File: src/rtl/text_console_pkg.sv
// Shared constants and types for the text console writer.
package text_console_pkg;

    // Default geometry: 800x600 screen with an 8x12 glyph cell.
    localparam int COLS_DEF        = 100;
    localparam int ROWS_DEF        = 50;
    localparam int SCREEN_BASE_DEF = 1024;   // glyph table lives below this
    localparam int TAB_WIDTH_DEF   = 8;
    localparam logic [7:0] BLANK_CHAR_DEF = 8'h20;

    // Control codes the engine interprets; every other code below 0x20 is dropped.
    localparam logic [7:0] CC_BS  = 8'h08;
    localparam logic [7:0] CC_TAB = 8'h09;
    localparam logic [7:0] CC_LF  = 8'h0A;
    localparam logic [7:0] CC_FF  = 8'h0C;
    localparam logic [7:0] CC_CR  = 8'h0D;

    // IDLE accepts characters; CLEAR streams blank writes over a cell range.
    typedef enum logic {
        IDLE  = 1'b0,
        CLEAR = 1'b1
    } state_e;

    // Cursor operations applied at the clock edge.
    typedef enum logic [2:0] {
        CUR_NOP     = 3'd0,
        CUR_ADVANCE = 3'd1,
        CUR_NEWLINE = 3'd2,
        CUR_HOME    = 3'd3,
        CUR_BACK    = 3'd4,
        CUR_TAB     = 3'd5,
        CUR_CR      = 3'd6
    } cur_op_e;

endpackage

File: src/rtl/text_cursor.sv
// Cursor state: column, row and the row's cell offset (row*COLS kept
// incrementally so no multiplier is needed). The screen wraps, never scrolls.
module text_cursor
    import text_console_pkg::*;
#(
    parameter int COLS      = COLS_DEF,
    parameter int ROWS      = ROWS_DEF,
    parameter int TAB_WIDTH = TAB_WIDTH_DEF
) (
    input  logic        i_clk,
    input  logic        i_reset_n,
    input  cur_op_e     i_op,
    output logic [6:0]  o_col,
    output logic [5:0]  o_row,
    output logic [12:0] o_row_base,
    output logic [12:0] o_nl_row_base,  // row_base the next newline will land on
    output logic        o_at_last_col,
    output logic        o_tab_wraps     // a TAB now would run off the row
);

    localparam logic [6:0]  COL_LAST = 7'(COLS - 1);
    localparam logic [5:0]  ROW_LAST = 6'(ROWS - 1);
    localparam logic [12:0] ROW_STEP = 13'(COLS);

    logic [6:0]  r_col;
    logic [5:0]  r_row;
    logic [12:0] r_row_base;

    logic [7:0]  w_tab_col;
    logic [5:0]  w_nl_row;
    logic        w_do_nl;

    // One extra bit so the tab stop past the last column cannot alias.
    assign w_tab_col     = ({1'b0, r_col} | 8'(TAB_WIDTH - 1)) + 8'd1;
    assign o_tab_wraps   = (w_tab_col >= 8'(COLS));
    assign o_at_last_col = (r_col == COL_LAST);
    assign w_nl_row      = (r_row == ROW_LAST) ? '0 : r_row + 6'd1;
    assign o_nl_row_base = (r_row == ROW_LAST) ? '0 : r_row_base + ROW_STEP;

    // Advance past the last column and tab overflow both collapse into newline.
    assign w_do_nl = (i_op == CUR_NEWLINE) ||
                     (i_op == CUR_ADVANCE && o_at_last_col) ||
                     (i_op == CUR_TAB && o_tab_wraps);

    // Apply the requested cursor operation.
    always_ff @(posedge i_clk or negedge i_reset_n) begin
        if (!i_reset_n) begin
            r_col      <= '0;
            r_row      <= '0;
            r_row_base <= '0;
        end else if (w_do_nl) begin
            r_col      <= '0;
            r_row      <= w_nl_row;
            r_row_base <= o_nl_row_base;
        end else begin
            unique case (i_op)
                CUR_ADVANCE: r_col <= r_col + 7'd1;
                CUR_HOME: begin
                    r_col      <= '0;
                    r_row      <= '0;
                    r_row_base <= '0;
                end
                CUR_BACK:    if (r_col != '0) r_col <= r_col - 7'd1;
                CUR_TAB:     r_col <= w_tab_col[6:0];
                CUR_CR:      r_col <= '0;
                default:     ;
            endcase
        end
    end

    assign o_col      = r_col;
    assign o_row      = r_row;
    assign o_row_base = r_row_base;

endmodule

File: src/rtl/text_console_writer.sv
// Character-stream terminal engine driving the video controller's CPU write
// port. Accepts one code per cycle, keeps a cursor, and emits screen-cell
// writes for glyphs, backspace blanks and row/screen clears.
module text_console_writer
    import text_console_pkg::*;
#(
    parameter int         COLS        = COLS_DEF,
    parameter int         ROWS        = ROWS_DEF,
    parameter int         SCREEN_BASE = SCREEN_BASE_DEF,
    parameter logic [7:0] BLANK_CHAR  = BLANK_CHAR_DEF,
    parameter int         TAB_WIDTH   = TAB_WIDTH_DEF
) (
    input  logic        i_clk,
    input  logic        i_reset_n,      // asynchronous, active low
    input  logic        i_char_valid,
    input  logic [7:0]  i_char_data,
    output logic        o_char_ready,
    output logic        o_vid_write,
    output logic [12:0] o_vid_addr,
    output logic [15:0] o_vid_value,
    output logic [6:0]  o_cursor_x,
    output logic [5:0]  o_cursor_y,
    output logic        o_busy
);

    localparam logic [12:0] BASE      = 13'(SCREEN_BASE);
    localparam logic [12:0] LAST_CELL = 13'(COLS * ROWS - 1);
    localparam logic [12:0] ROW_SPAN  = 13'(COLS - 1);

    state_e      r_state;
    logic [12:0] r_clr_addr;   // next cell offset to blank
    logic [12:0] r_clr_end;    // last cell offset to blank, inclusive
    logic        r_clr_last;   // final blank already issued
    logic        r_vid_write;
    logic [12:0] r_vid_addr;
    logic [15:0] r_vid_value;
    logic        r_char_ready;
    logic        r_busy;

    logic [6:0]  w_col;
    logic [5:0]  w_row;
    logic [12:0] w_row_base;
    logic [12:0] w_nl_row_base;
    logic        w_at_last_col;
    logic        w_tab_wraps;

    logic        w_accept;
    logic        w_printable;
    cur_op_e     w_cur_op;
    logic        w_wr;         // write issued on this acceptance
    logic [12:0] w_wr_off;
    logic [7:0]  w_wr_char;
    logic        w_clr_go;     // acceptance starts a clear
    logic        w_clr_now;    // first blank goes out with the acceptance itself
    logic [12:0] w_clr_start;
    logic [12:0] w_clr_end;

    assign w_accept    = i_char_valid && r_char_ready;
    assign w_printable = (i_char_data >= 8'h20);

    text_cursor #(
        .COLS      (COLS),
        .ROWS      (ROWS),
        .TAB_WIDTH (TAB_WIDTH)
    ) u_cursor (
        .i_clk         (i_clk),
        .i_reset_n     (i_reset_n),
        .i_op          (w_cur_op),
        .o_col         (w_col),
        .o_row         (w_row),
        .o_row_base    (w_row_base),
        .o_nl_row_base (w_nl_row_base),
        .o_at_last_col (w_at_last_col),
        .o_tab_wraps   (w_tab_wraps)
    );

    // Decode an accepted code into a cursor op, an optional write and an optional clear.
    always_comb begin
        w_cur_op    = CUR_NOP;
        w_wr        = 1'b0;
        w_wr_off    = w_row_base + 13'(w_col);
        w_wr_char   = BLANK_CHAR;
        w_clr_go    = 1'b0;
        w_clr_now   = 1'b0;
        w_clr_start = w_nl_row_base;
        w_clr_end   = w_nl_row_base + ROW_SPAN;
        if (w_accept) begin
            if (w_printable) begin
                w_cur_op  = CUR_ADVANCE;
                w_wr      = 1'b1;
                w_wr_char = i_char_data;
                // Glyph write owns this cycle; the row clear follows it.
                w_clr_go  = w_at_last_col;
            end else begin
                unique case (i_char_data)
                    CC_CR: w_cur_op = CUR_CR;
                    CC_LF: begin
                        w_cur_op  = CUR_NEWLINE;
                        w_clr_go  = 1'b1;
                        w_clr_now = 1'b1;
                    end
                    CC_BS: begin
                        w_cur_op = CUR_BACK;
                        if (w_col != '0) begin
                            w_wr     = 1'b1;
                            w_wr_off = w_row_base + 13'(w_col) - 13'd1;
                        end
                    end
                    CC_TAB: begin
                        w_cur_op  = CUR_TAB;
                        w_clr_go  = w_tab_wraps;
                        w_clr_now = w_tab_wraps;
                    end
                    CC_FF: begin
                        w_cur_op    = CUR_HOME;
                        w_clr_go    = 1'b1;
                        w_clr_now   = 1'b1;
                        w_clr_start = '0;
                        w_clr_end   = LAST_CELL;
                    end
                    default: ;
                endcase
                if (w_clr_now) begin
                    w_wr     = 1'b1;
                    w_wr_off = w_clr_start;
                end
            end
        end
    end

    // Control FSM, clear counter and registered write port.
    always_ff @(posedge i_clk or negedge i_reset_n) begin
        if (!i_reset_n) begin
            r_state      <= CLEAR;
            r_clr_addr   <= '0;
            r_clr_end    <= LAST_CELL;
            r_clr_last   <= 1'b0;
            r_vid_write  <= 1'b0;
            r_vid_addr   <= '0;
            r_vid_value  <= '0;
            r_char_ready <= 1'b0;
            r_busy       <= 1'b1;
        end else begin
            r_vid_write <= 1'b0;
            unique case (r_state)
                IDLE: begin
                    if (w_wr) begin
                        r_vid_write <= 1'b1;
                        r_vid_addr  <= BASE + w_wr_off;
                        r_vid_value <= {8'h00, w_wr_char};
                    end
                    if (w_clr_go) begin
                        r_state      <= CLEAR;
                        r_clr_addr   <= w_clr_now ? w_clr_start + 13'd1 : w_clr_start;
                        r_clr_end    <= w_clr_end;
                        r_clr_last   <= w_clr_now && (w_clr_start == w_clr_end);
                        r_char_ready <= 1'b0;
                        r_busy       <= 1'b1;
                    end else begin
                        r_char_ready <= 1'b1;
                        r_busy       <= 1'b0;
                    end
                end
                CLEAR: begin
                    if (r_clr_last) begin
                        // Ready one cycle after the final blank write.
                        r_state      <= IDLE;
                        r_char_ready <= 1'b1;
                        r_busy       <= 1'b0;
                    end else begin
                        r_vid_write <= 1'b1;
                        r_vid_addr  <= BASE + r_clr_addr;
                        r_vid_value <= {8'h00, BLANK_CHAR};
                        r_clr_addr  <= r_clr_addr + 13'd1;
                        r_clr_last  <= (r_clr_addr == r_clr_end);
                    end
                end
                default: r_state <= IDLE;
            endcase
        end
    end

    assign o_vid_write  = r_vid_write;
    assign o_vid_addr   = r_vid_addr;
    assign o_vid_value  = r_vid_value;
    assign o_char_ready = r_char_ready;
    assign o_busy       = r_busy;
    assign o_cursor_x   = w_col;
    assign o_cursor_y   = w_row;

endmodule

File: config.mk
export PLATFORM = sky130hd
export DESIGN_NAME = text_console_writer
export DESIGN_NICKNAME = d
export VERILOG_FILES = /design/src/rtl/text_console_pkg.sv /design/src/rtl/text_cursor.sv /design/src/rtl/text_console_writer.sv
export SDC_FILE = /design/constraint.sdc
export NUM_CORES = 1
export LEC_CHECK = 0
export ABC_AREA = 1
export CORE_MARGIN = 5
export CORE_UTILIZATION = 53
export DETAILED_ROUTE_END_ITERATION = 8
export GPL_ROUTABILITY_DRIVEN = 0
export PLACE_DENSITY_LB_ADDON = 0.05
export SLEW_MARGIN = 20
export SYNTH_ARGS = -nofsm -noshare
export SYNTH_HDL_FRONTEND = slang
export SYNTH_SLANG_ARGS = --single-unit
File: constraint.sdc
create_clock -name i_clk -period 3.1 [get_ports i_clk]
set_clock_uncertainty 0.1 [all_clocks]
set_input_delay 0.62 -clock i_clk [delete_from_list [all_inputs] [get_ports i_clk]]
set_output_delay 0.62 -clock i_clk [all_outputs]
set_load 0.02 [all_outputs]
Word level (Yosys, flattened, before mapping)
Cells that the tools add are included.

Output and inout port bits: 45. Register bits: 86. Word-level logic and storage cells: 122. Input bits: 11.

$add $sub $neg: 12. Muxes and demuxes: 60. $lt $le $gt $ge: 2. Reduce and logical (&&, ||, !) cells: 15. Bitwise gates (word level): 1. Equal/unequal tests: 20.

Operators by type and width (count): 13-bit two-way mux (19); 13-bit one-hot mux with 2 select lines (2); 8-bit by 4-bit == test with 1-bit output (second input constant) (5); 16-bit two-way mux (2); 16-bit one-hot mux with 2 select lines (1); 7-bit one-hot mux with 4 select lines (1); 11-bit by 13-bit adder with 13-bit output (first input constant) (2); 13-bit by 1-bit adder with 13-bit output (second input constant) (2); 13-bit by 7-bit adder with 13-bit output (second input constant) (2); 13-bit == test (2); 1-bit two-way mux (19); 6-bit two-way mux (3); 8-bit two-way mux (2); 3-bit one-hot mux with 5 select lines (1); 7-bit two-way mux (2); 13-bit by 7-bit adder with 13-bit output (1); 13-bit by 1-bit subtractor with 13-bit output (second input constant) (1); 1-bit one-hot mux with 2 select lines (6); 3-bit == test (second input constant) (3); 7-bit by 1-bit adder with 8-bit output (second input constant) (1); 8-bit by 6-bit >= comparator with 1-bit output (second input constant) (1); 8-bit by 7-bit >= comparator with 1-bit output (second input constant) (1); 2-bit AND reduction (4); 7-bit by 1-bit adder with 7-bit output (second input constant) (1); other kinds (17) (26).

Depth between registers and ports, before layout
Gate-level depths: netlist (run 1).

Depth after elaboration: 11. Depth in mapped cells: 24. Gate-level depth less buffers: 24.

Modules after synthesis
Synthesis (run 1) repeated with hierarchy kept, for this count alone.

Cell total of the unflattened synthesis: 929. Area, all modules: 6437.4 µm².

Modules (own cells, without submodules): text_console_writer (cells an instance 662, sequential area each 1312.5 µm², area an instance 4560.6 µm², instances 1); text_cursor (cells an instance 267, sequential area each 650.6 µm², area an instance 1876.8 µm², instances 1).

Least setup slack after synthesis (run 1)
No wires, ideal clock.

Path kind: input to register. Start: input port i_char_data[7]. End: register u_cursor.r_col[6], in the netlist u_cursor.o_col[6]. Setup time: 83 ps. Cell stages on the path: 20. Required time: 2917 ps. Arrival: 2956 ps. Buffers on the path: 0. Setup slack: -39 ps. Cells stage by stage: nor2_4 > nand2_4 > inv_4 > nand3_4 > nor2_2 > nor3_2 > nor2_4 > inv_1 > nand2_1 > inv_1 > ha_1 > a21oi_1 > nand2_1 > nand2_1 > nand2_1 > a21oi_1 > xor2_1 > xor2_1 > o21ai_0 > o21ai_0.

Longest elaborated chain between the ends: 10. Elaborated cells between the ends (all ways): 25. Classes of those cells: order compare (1); eq/ne (12); mux (5); reduce/logical (7).

Ends and longest elaborated chain: start, declared (line text_console_writer.sv:16) `input logic [7:0] i_char_data,`; branches (longest 2 deep; another with 8-bit by 6-bit >= comparator with 1-bit output); 3-bit two-way mux * (line text_console_writer.sv:88) `if (w_printable) begin`; 3-bit two-way mux * (line text_console_writer.sv:87) `if (w_accept) begin`; 3-bit by 1-bit == test with 1-bit output (line text_cursor.sv:42, text_cursor.sv:56); 1-bit logical AND (line text_cursor.sv:42) `(i_op == CUR_ADVANCE && o_at_last_col) ||`; 1-bit logical OR (line text_cursor.sv:41) `assign w_do_nl = (i_op == CUR_NEWLINE) ||`; 1-bit logical OR (line text_cursor.sv:42); 3-bit by 2-bit inequality test with 1-bit output (no line) or 5-bit nonzero test (tied branches); 2-bit AND reduction (no line); end signal, assigned (line text_cursor.sv:57) `CUR_ADVANCE: r_col <= r_col + 7'd1;`; end signal, assigned (line text_cursor.sv:63) `CUR_BACK: if (r_col != '0) r_col <= r_col - 7'd1;`; end signal, assigned (line text_cursor.sv:64) `CUR_TAB: r_col <= w_tab_col[6:0];`; end, declared (line text_cursor.sv:25) `logic [6:0] r_col;`.

Mark *: on every way between the ends. A chain may end at the register's enable or synchronous reset.

Worst setup path after layout (run 1)
Start: register u_cursor.r_col[0], in the netlist u_cursor.o_col[0]. End: register r_vid_addr[11], in the netlist o_vid_addr[11].

Longest elaborated chain between the ends: 10. Elaborated cells between the ends (all ways): 18. Classes of those cells: add/sub (3); eq/ne (1); mux (12); reduce/logical (2).

Ends and longest elaborated chain: 13-bit by 7-bit adder with 13-bit output (line text_console_writer.sv:81, text_console_writer.sv:106); 13-bit by 1-bit subtractor with 13-bit output (line text_console_writer.sv:106) `w_wr_off = w_row_base + 13'(w_col) - 13'd1;`; 13-bit two-way mux (line text_console_writer.sv:104) `if (w_col != '0) begin`; 13-bit two-way mux (line text_console_writer.sv:95) `unique case (i_char_data)`; 13-bit two-way mux (line text_console_writer.sv:123) `if (w_clr_now) begin`; 13-bit two-way mux (line text_console_writer.sv:88); 13-bit two-way mux (line text_console_writer.sv:87); 11-bit by 13-bit adder with 13-bit output (line text_console_writer.sv:149) `r_vid_addr <= BASE + w_wr_off;`; 13-bit two-way mux (line text_console_writer.sv:147) `if (w_wr) begin`; 13-bit one-hot mux with 2 select lines (line text_console_writer.sv:145) `unique case (r_state)`; end signal, assigned (line text_console_writer.sv:149); end signal, assigned (line text_console_writer.sv:172) `r_vid_addr <= BASE + r_clr_addr;`; end, declared (line text_console_writer.sv:35) `logic [12:0] r_vid_addr;`.

Parallel ways exist; a longest one is shown, timed or not. The select of a mux whose other input is x is not followed.

==> flow_summary_export.csv, run 1 <==
group,metric,value,unit
global_routing,grt_overflow,0,
setup_path,start_kind,"flip-flop",
synth,ys_seq_area_share,31.3,%
power,total_power,0.00775,W
layout,area_growth,27.1,%
setup_path,r2r-end,"o_vid_addr[11]$_DFFE_PN0P_",
global_routing,grt_pass1_wl,31700,um
cts,clock_path_buffers,2,
setup_path,ff2ff_path_depth,21,
synth,ys.flop_type,"dfrtp_1",
layout,nets,1047,
global_routing,grt_max_degree,79,
setup_path,crit_path_end_kind,"flip-flop",
setup_path,reg2reg_from,"u_cursor.o_col[0]$_DFFE_PN0P_",
cts,clkSinkCount,78,
synth,synth_cell_types,58,
setup_path,worstPathArrival,3120,ps
cts,clock_latency,360,ps
sta,fmax,336,MHz
sta,setup_viol,0,
setup_path,path_common_cell,"nand2_1",
place,portBuffers,47,
sta,fin_crit,2970,ps
synth,synth_top_area_share,27.5,%
detailed_routing,avgRoutedWirePerCell,16.5,um
setup_path,cp.required,3250,ps
sta,hold_violations,0,
floorplanning,io_pins,56,
synth,synth_area_leaders,"dfrtp_1 (27%), nand2_1 (11%), inv_1 (7.3%)",
setup_path,path_cells,"ha_2 > inv_2 > fa_2 > inv_2 > nand3_1 > nand2_2 > nand2_2 > nand2_1 > nand2_1 > nand2_2 > inv_1 > nor2_1 > nand4_1 > nor2_2 > nor2_1 > o21ai_1 > inv_1 > o22ai_1 > ha_2 > nand2_1 > nand2_1",
run_status,status,"completed",
floorplanning,start_util,54.5,%
setup_path,cp-startpoint,"u_cursor.o_col[0]$_DFFE_PN0P_",
setup_path,path_buf_inv,4,
floorplanning,die_h,119,um
detailed_routing,firstDrtPassIters,5,
layout,drive_gt1_share,21.2,%
detailed_routing,drt_wl_total,19200,um
synth,synth_edf_count,0,
detailed_routing,via_per_inst,5.66,
min_path,hold_path.class,"in2async",
sta,tightest_slew,1020,ps
floorplanning,dieArea,14100,sq um
setup_path,cp-endpoint,"o_vid_addr[11]$_DFFE_PN0P_",
cts,numCtsBuffers,9,
sta,slew-limit-headroom,32.2,%
floorplanning,rows,39,
synth,syn_area_per_cell,7.04,sq um
power,power.density,971,nW/um^2
global_routing,grt_usage,27.4,%
synth,yosys.area.top_type,"dfrtp_1",
detailed_routing,num_vias,6568,
job,maxCapViolations,0,
synth,synthesis.instances,892,
setup_path,path_delay_family,"simple AND/OR/NAND/NOR gates",
power,p_leak,3.98,nW
global_routing,grt_pass1_vias,6425,
power,vdd.ir_drop.worst,0.716,mV
sta,slew_violations,0,
setup_path,cp_slowest_cell,"fa_2",
setup_path,slowest_delay,400,ps
sta,whs,163,ps
cts,htreeDepth,3,
cts,cts_root_buf,"clkbuf_16",
sta,rsz0062_at_grt,"yes",
floorplanning,chipWidth,119,um
detailed_routing,drc,0,
layout,layout_common_cells,"nand2_1 (175), inv_1 (113), nor2_1 (83), nand3_1 (81), buf_4 (81)",
global_routing,grt_antenna_before_repair,0,
place,dpl.hpwl,14600,um
synth,ys_ff_latch,78,
setup_path,ff2ff_setup_slack,130,ps
layout,antenna_cells,0,
layout,final_common_cell,"nand2_1",
sta,fin_crit_sh,95.9,%
cts,ctsHoldBuffers,0,
cts,clk_pin_slew,70,ps
synth,synth_warnings,0,
floorplanning,design.core.area,11500,sq um
layout,final_core_util,69.3,%
cts,tritoncts,"done",
synth,ys_async_sr_fraction,100,%
synth,syn_area,6280,sq um
detailed_routing,drt_iter0_drc,590,
setup_path,cp_max_fo,3,
setup_path,worst-path-stages,21,
setup_path,critical_path_class,"reg2reg",
detailed_routing,detail-route-antenna-nets,0,
-- metal layers --
layer	track usage, %	share of wire (%)	vias to the layer above
li1	-	-	3193
met1	36.5	43	3054
met2	44.2	47	265
met3	4.98	6.5	56
met4	11.4	3.6	0
met5	0	0	-
-- where the power goes --
part	internal (W)	switching [W]
Combinational	0.00190	0.00294
Sequential	0.00137	0.000330
Clock	0.000716	0.000485
-- sequential cells by signal, summed over array words and instances (netlist names) --
register             cells
o_vid_addr              13
r_clr_addr              13
r_clr_end               13
u_cursor.o_row_base     13
o_vid_value              8
u_cursor.o_col           7
u_cursor.o_row           6
o_busy                   1
o_char_ready             1
o_vid_write              1
r_clr_last               1
r_state                  1
-- logic make-up after synthesis --
group	synth area share, %
AND/OR/NAND/NOR	31.8
AO/OA/AOI/OAI	17.3
buffers and inverters	11.2
XOR/XNOR	3.63
flip-flops	31.3
adder cells (fa/ha/maj)	4.82
other	0.0597
-- layout make-up --
class	count	area (sq um)
clock buffers	9	225
well taps	143	179
fillers	961	3530
repair buffers	130	1130
clock inverters	7	105
multi-input cells	656	3840
inverters	138	531
flip-flops and latches	78	1960
-- Yosys cell counts, drive strengths merged, types with 4 or more instances --
cell,number
a32o,6
o21ai,57
a31oi,9
a21oi,44
dfrtp,69
o22ai,29
nand2,193
inv,136
ha,21
nor3,13
xnor2,8
nand4,14
dfstp,9
clkbuf,7
xor2,18
buf,20
o211ai,9
nand3,92
nor2,107
a22oi,4
-- worst reg2reg max path: cells and delay by family (launching register included) --
family | cells | cell delay (ps)
compound gates | 2 | 270
fa+ha+maj | 3 | 910
buf+inv | 4 | 240
flops | 1 | 380
simple gates | 12 | 990
-- how the worst min path moves through the flow --
stage	startpoint	to	slack, ps	depth (start not counted)
after floorplan	i_reset_n	o_char_ready$_DFFE_PN0P_	220	0
after global placement	o_vid_addr[12]$_DFFE_PN0P_	o_vid_addr[12]$_DFFE_PN0P_	360	2
after detailed placement	o_vid_addr[0]$_DFFE_PN0P_	o_vid_addr[0]$_DFFE_PN0P_	370	2
after CTS	i_reset_n	o_vid_value[6]$_DFFE_PN0P_	200	2
after global routing	i_reset_n	o_vid_value[6]$_DFFE_PN0P_	200	2
final	i_reset_n	o_vid_value[7]$_DFFE_PN0P_	160	2
-- metrics by stage --
step | TNS, ps | cell area (sq um) | std cells | setup WS (ps)
3_5_place_dp | -5600 | 7360 | 1134 | -553
6_report | 0 | 7980 | 1161 | 128
4_1_cts | 0 | 7750 | 1150 | 0.0697
3_3_place_gp | -2680 | 7360 | 1134 | -407
5_1_grt | -199 | 7980 | 1161 | -112
2_1_floorplan | 0 | 6320 | 899 | 2.70
-- timing repair --
item,CTS,global route
resized for setup,23,49
pin swaps,4,29
endpoints found under the setup margin,4,6
endpoints found under the hold margin,0,0
setup buffers,0,11
Note: power is estimated with default switching activity, not from simulation.
==> run 2, diff against run 1 <==
Settings changed: CAP_MARGIN from default to 20.
==> results of run 2 <==
No change in the layout: final DEF, timing and power equal those of run 1.
==> run 3, diff against run 2 <==
Settings changed: CORE_UTILIZATION 53 to 59.
Clock period 3.1 ns to 3.2 ns, I/O delays scaled along.
==> flow_summary_export.csv, run 3 (same netlist as run 1, synthesis figures left out) <==
group,metric,value,unit
setup_path,path_delay_family,"simple AND/OR/NAND/NOR gates",
setup_path,cp.required,3380,ps
layout,antenna_cells,0,
sta,hold_violations,0,
setup_path,critical_path_class,"in2reg",
sta,setup_viol,0,
cts,htreeDepth,3,
setup_path,start_kind,"primary input",
floorplanning,rows,37,
job,maxCapViolations,0,
cts,cts_root_buf,"clkbuf_8",
power,total_power,0.00703,W
cts,tritoncts,"done",
sta,fin_crit_sh,94.3,%
run_status,status,"completed",
global_routing,grt_usage,29.3,%
cts,clkSinkCount,78,
layout,final_common_cell,"nand2_1",
layout,layout_common_cells,"nand2_1 (181), inv_1 (116), nor2_1 (86), nand3_1 (85), buf_4 (71)",
cts,clock_path_buffers,2,
global_routing,grt_overflow,0,
setup_path,cp_slowest_cell,"dlygate4sd2_1",
setup_path,ff2ff_setup_slack,240,ps
sta,slew_violations,0,
layout,area_growth,22.1,%
layout,nets,1036,
sta,slew-limit-headroom,36.3,%
floorplanning,die_h,113,um
detailed_routing,detail-route-antenna-nets,0,
layout,drive_gt1_share,18.3,%
sta,fin_crit,3020,ps
place,dpl.hpwl,14400,um
place,dpl-instance-area,7290,sq um
sta,whs,187,ps
setup_path,cp-startpoint,"i_char_data[6]",
layout,multi_input_area,3750,sq um
detailed_routing,drt_iter0_drc,638,
setup_path,path_buf_inv,5,
setup_path,crit_path_end_kind,"flip-flop",
cts,numCtsBuffers,9,
detailed_routing,num_vias,6618,
power,vdd.ir_drop.worst,0.818,mV
detailed_routing,drc,0,
sta,tightest_slew,955,ps
cts,clk_pin_slew,80,ps
detailed_routing,avgRoutedWirePerCell,16.4,um
global_routing,grt_max_degree,79,
cts,clock_latency,380,ps
power,power.density,917,nW/um^2
floorplanning,design.core.area,10400,sq um
floorplanning,chipWidth,113,um
sta,fmax,331,MHz
setup_path,slowest_delay,270,ps
power,p_leak,3.87,nW
layout,final_core_util,74.0,%
sta,rsz0062_at_grt,"yes",
detailed_routing,via_per_inst,5.79,
setup_path,path_cells,"dlygate4sd2_1 > nor2_4 > nand2_4 > buf_4 > nor3_2 > nor2_4 > inv_1 > nand2_2 > inv_4 > ha_1 > buf_4 > a21oi_1 > nand2_1 > a21oi_1 > o21ai_1 > xnor2_1 > o22ai_1 > nand2_1 > nand2_1",
layout,stdcell_area,7670,sq um
setup_path,cp_max_fo,5,
global_routing,grt_antenna_before_repair,0,
detailed_routing,firstDrtPassIters,6,
layout,fillCellCount,830,
detailed_routing,drt_wl_total,18700,um
setup_path,reg2reg_from,"u_cursor.o_col[0]$_DFFE_PN0P_",
min_path,hold_path.class,"in2async",
floorplanning,start_util,60.6,%
floorplanning,io_pins,56,
layout,ff_latch_area,1960,sq um
global_routing,grt_pass1_vias,6385,
global_routing,grt_pass1_wl,30500,um
floorplanning,dieArea,12800,sq um
setup_path,worstPathArrival,3190,ps
setup_path,path_common_cell,"nand2_1",
place,portBuffers,47,
[run 3: changes by cell type in the layout (fill, tap and decap cells not counted), sizes merged, moves of 2 or more]
cell	change
clkbuf	+4
dlymetal6s2s	+2
buf	-11
inv	-2
[run 3: final timing paths]
kind,to,cells past startpoint
min in group i_clk,o_vid_addr[11]$_DFFE_PN0P_,2
max in group asynchronous,u_cursor.o_row_base[5]$_DFFE_PN0P_,1
hold / removal,o_vid_value[6]$_DFFE_PN0P_,1
setup reg to reg,o_vid_addr[12]$_DFFE_PN0P_,24
hold reg to reg,o_vid_addr[11]$_DFFE_PN0P_,2
setup / recovery,u_cursor.o_col[5]$_DFFE_PN0P_,19
[run 3: metal layers]
metal,GRT usage [%],part of all wire [%],vias up
li1,-,-,3172
met1,38.6,41,3098
met2,48.5,48,296
met3,5.67,8.6,52
met4,9.62,2.9,0
met5,0,0,-
[run 3: worst register-to-register path: stages (launching register included)]
cell and delay (ps):
dfrtp_1 390, ha_2 190, inv_1 60, fa_2 390
inv_2 80, nand3_1 70, nand2_2 100, nand2_1 70
nand2_1 60, nand2_1 70, nand2_2 100, inv_1 70
nor2_1 90, nand4_1 110, nor2_2 130, nand2_1 60
nand2_1 60, o21ai_1 60, inv_1 70, o22ai_2 60
ha_2 190, inv_1 50, nand3_1 70, nand3_1 100
nand2_1 60
[run 3: cell type report]
cell class | count | area share [%]
inverter | 138 | 6.82
clock buffer | 13 | 2.07
tap | 136 | 2.22
clock inverter | 3 | 0.897
sequential | 78 | 25.6
timing repair buffer | 119 | 13.5
multi-input combinational | 656 | 48.9
[run 3: timing repair]
action,CTS,global route
endpoints found under the hold margin,0,0
gates resized for setup,11,33
setup endpoints to repair,2,5
hold buffers,0,0
setup buffers,2,1
pin swaps,3,16
[run 3: power breakdown]
part	switching [W]	internal, W	total, W	leakage (nW)
logic	0.00277	0.00173	0.00450	2.89
clock network	0.000383	0.000484	0.000868	0.114
registers	0.000338	0.00133	0.00167	0.875
total	0.00349	0.00354	0.00703	3.87
[run 3: metrics by stage]
| step | worst slack (ps) | TNS (ps) | instances |
|---|---|---|---|
| finish | 183 | 0 | 1143 |
| global route | -58.1 | -68.7 | 1143 |
| CTS | 3.46 | 0 | 1142 |
| detailed placement | -576 | -2900 | 1124 |
| global placement | -388 | -930 | 1124 |
| floorplan | 41.5 | 0 | 899 |
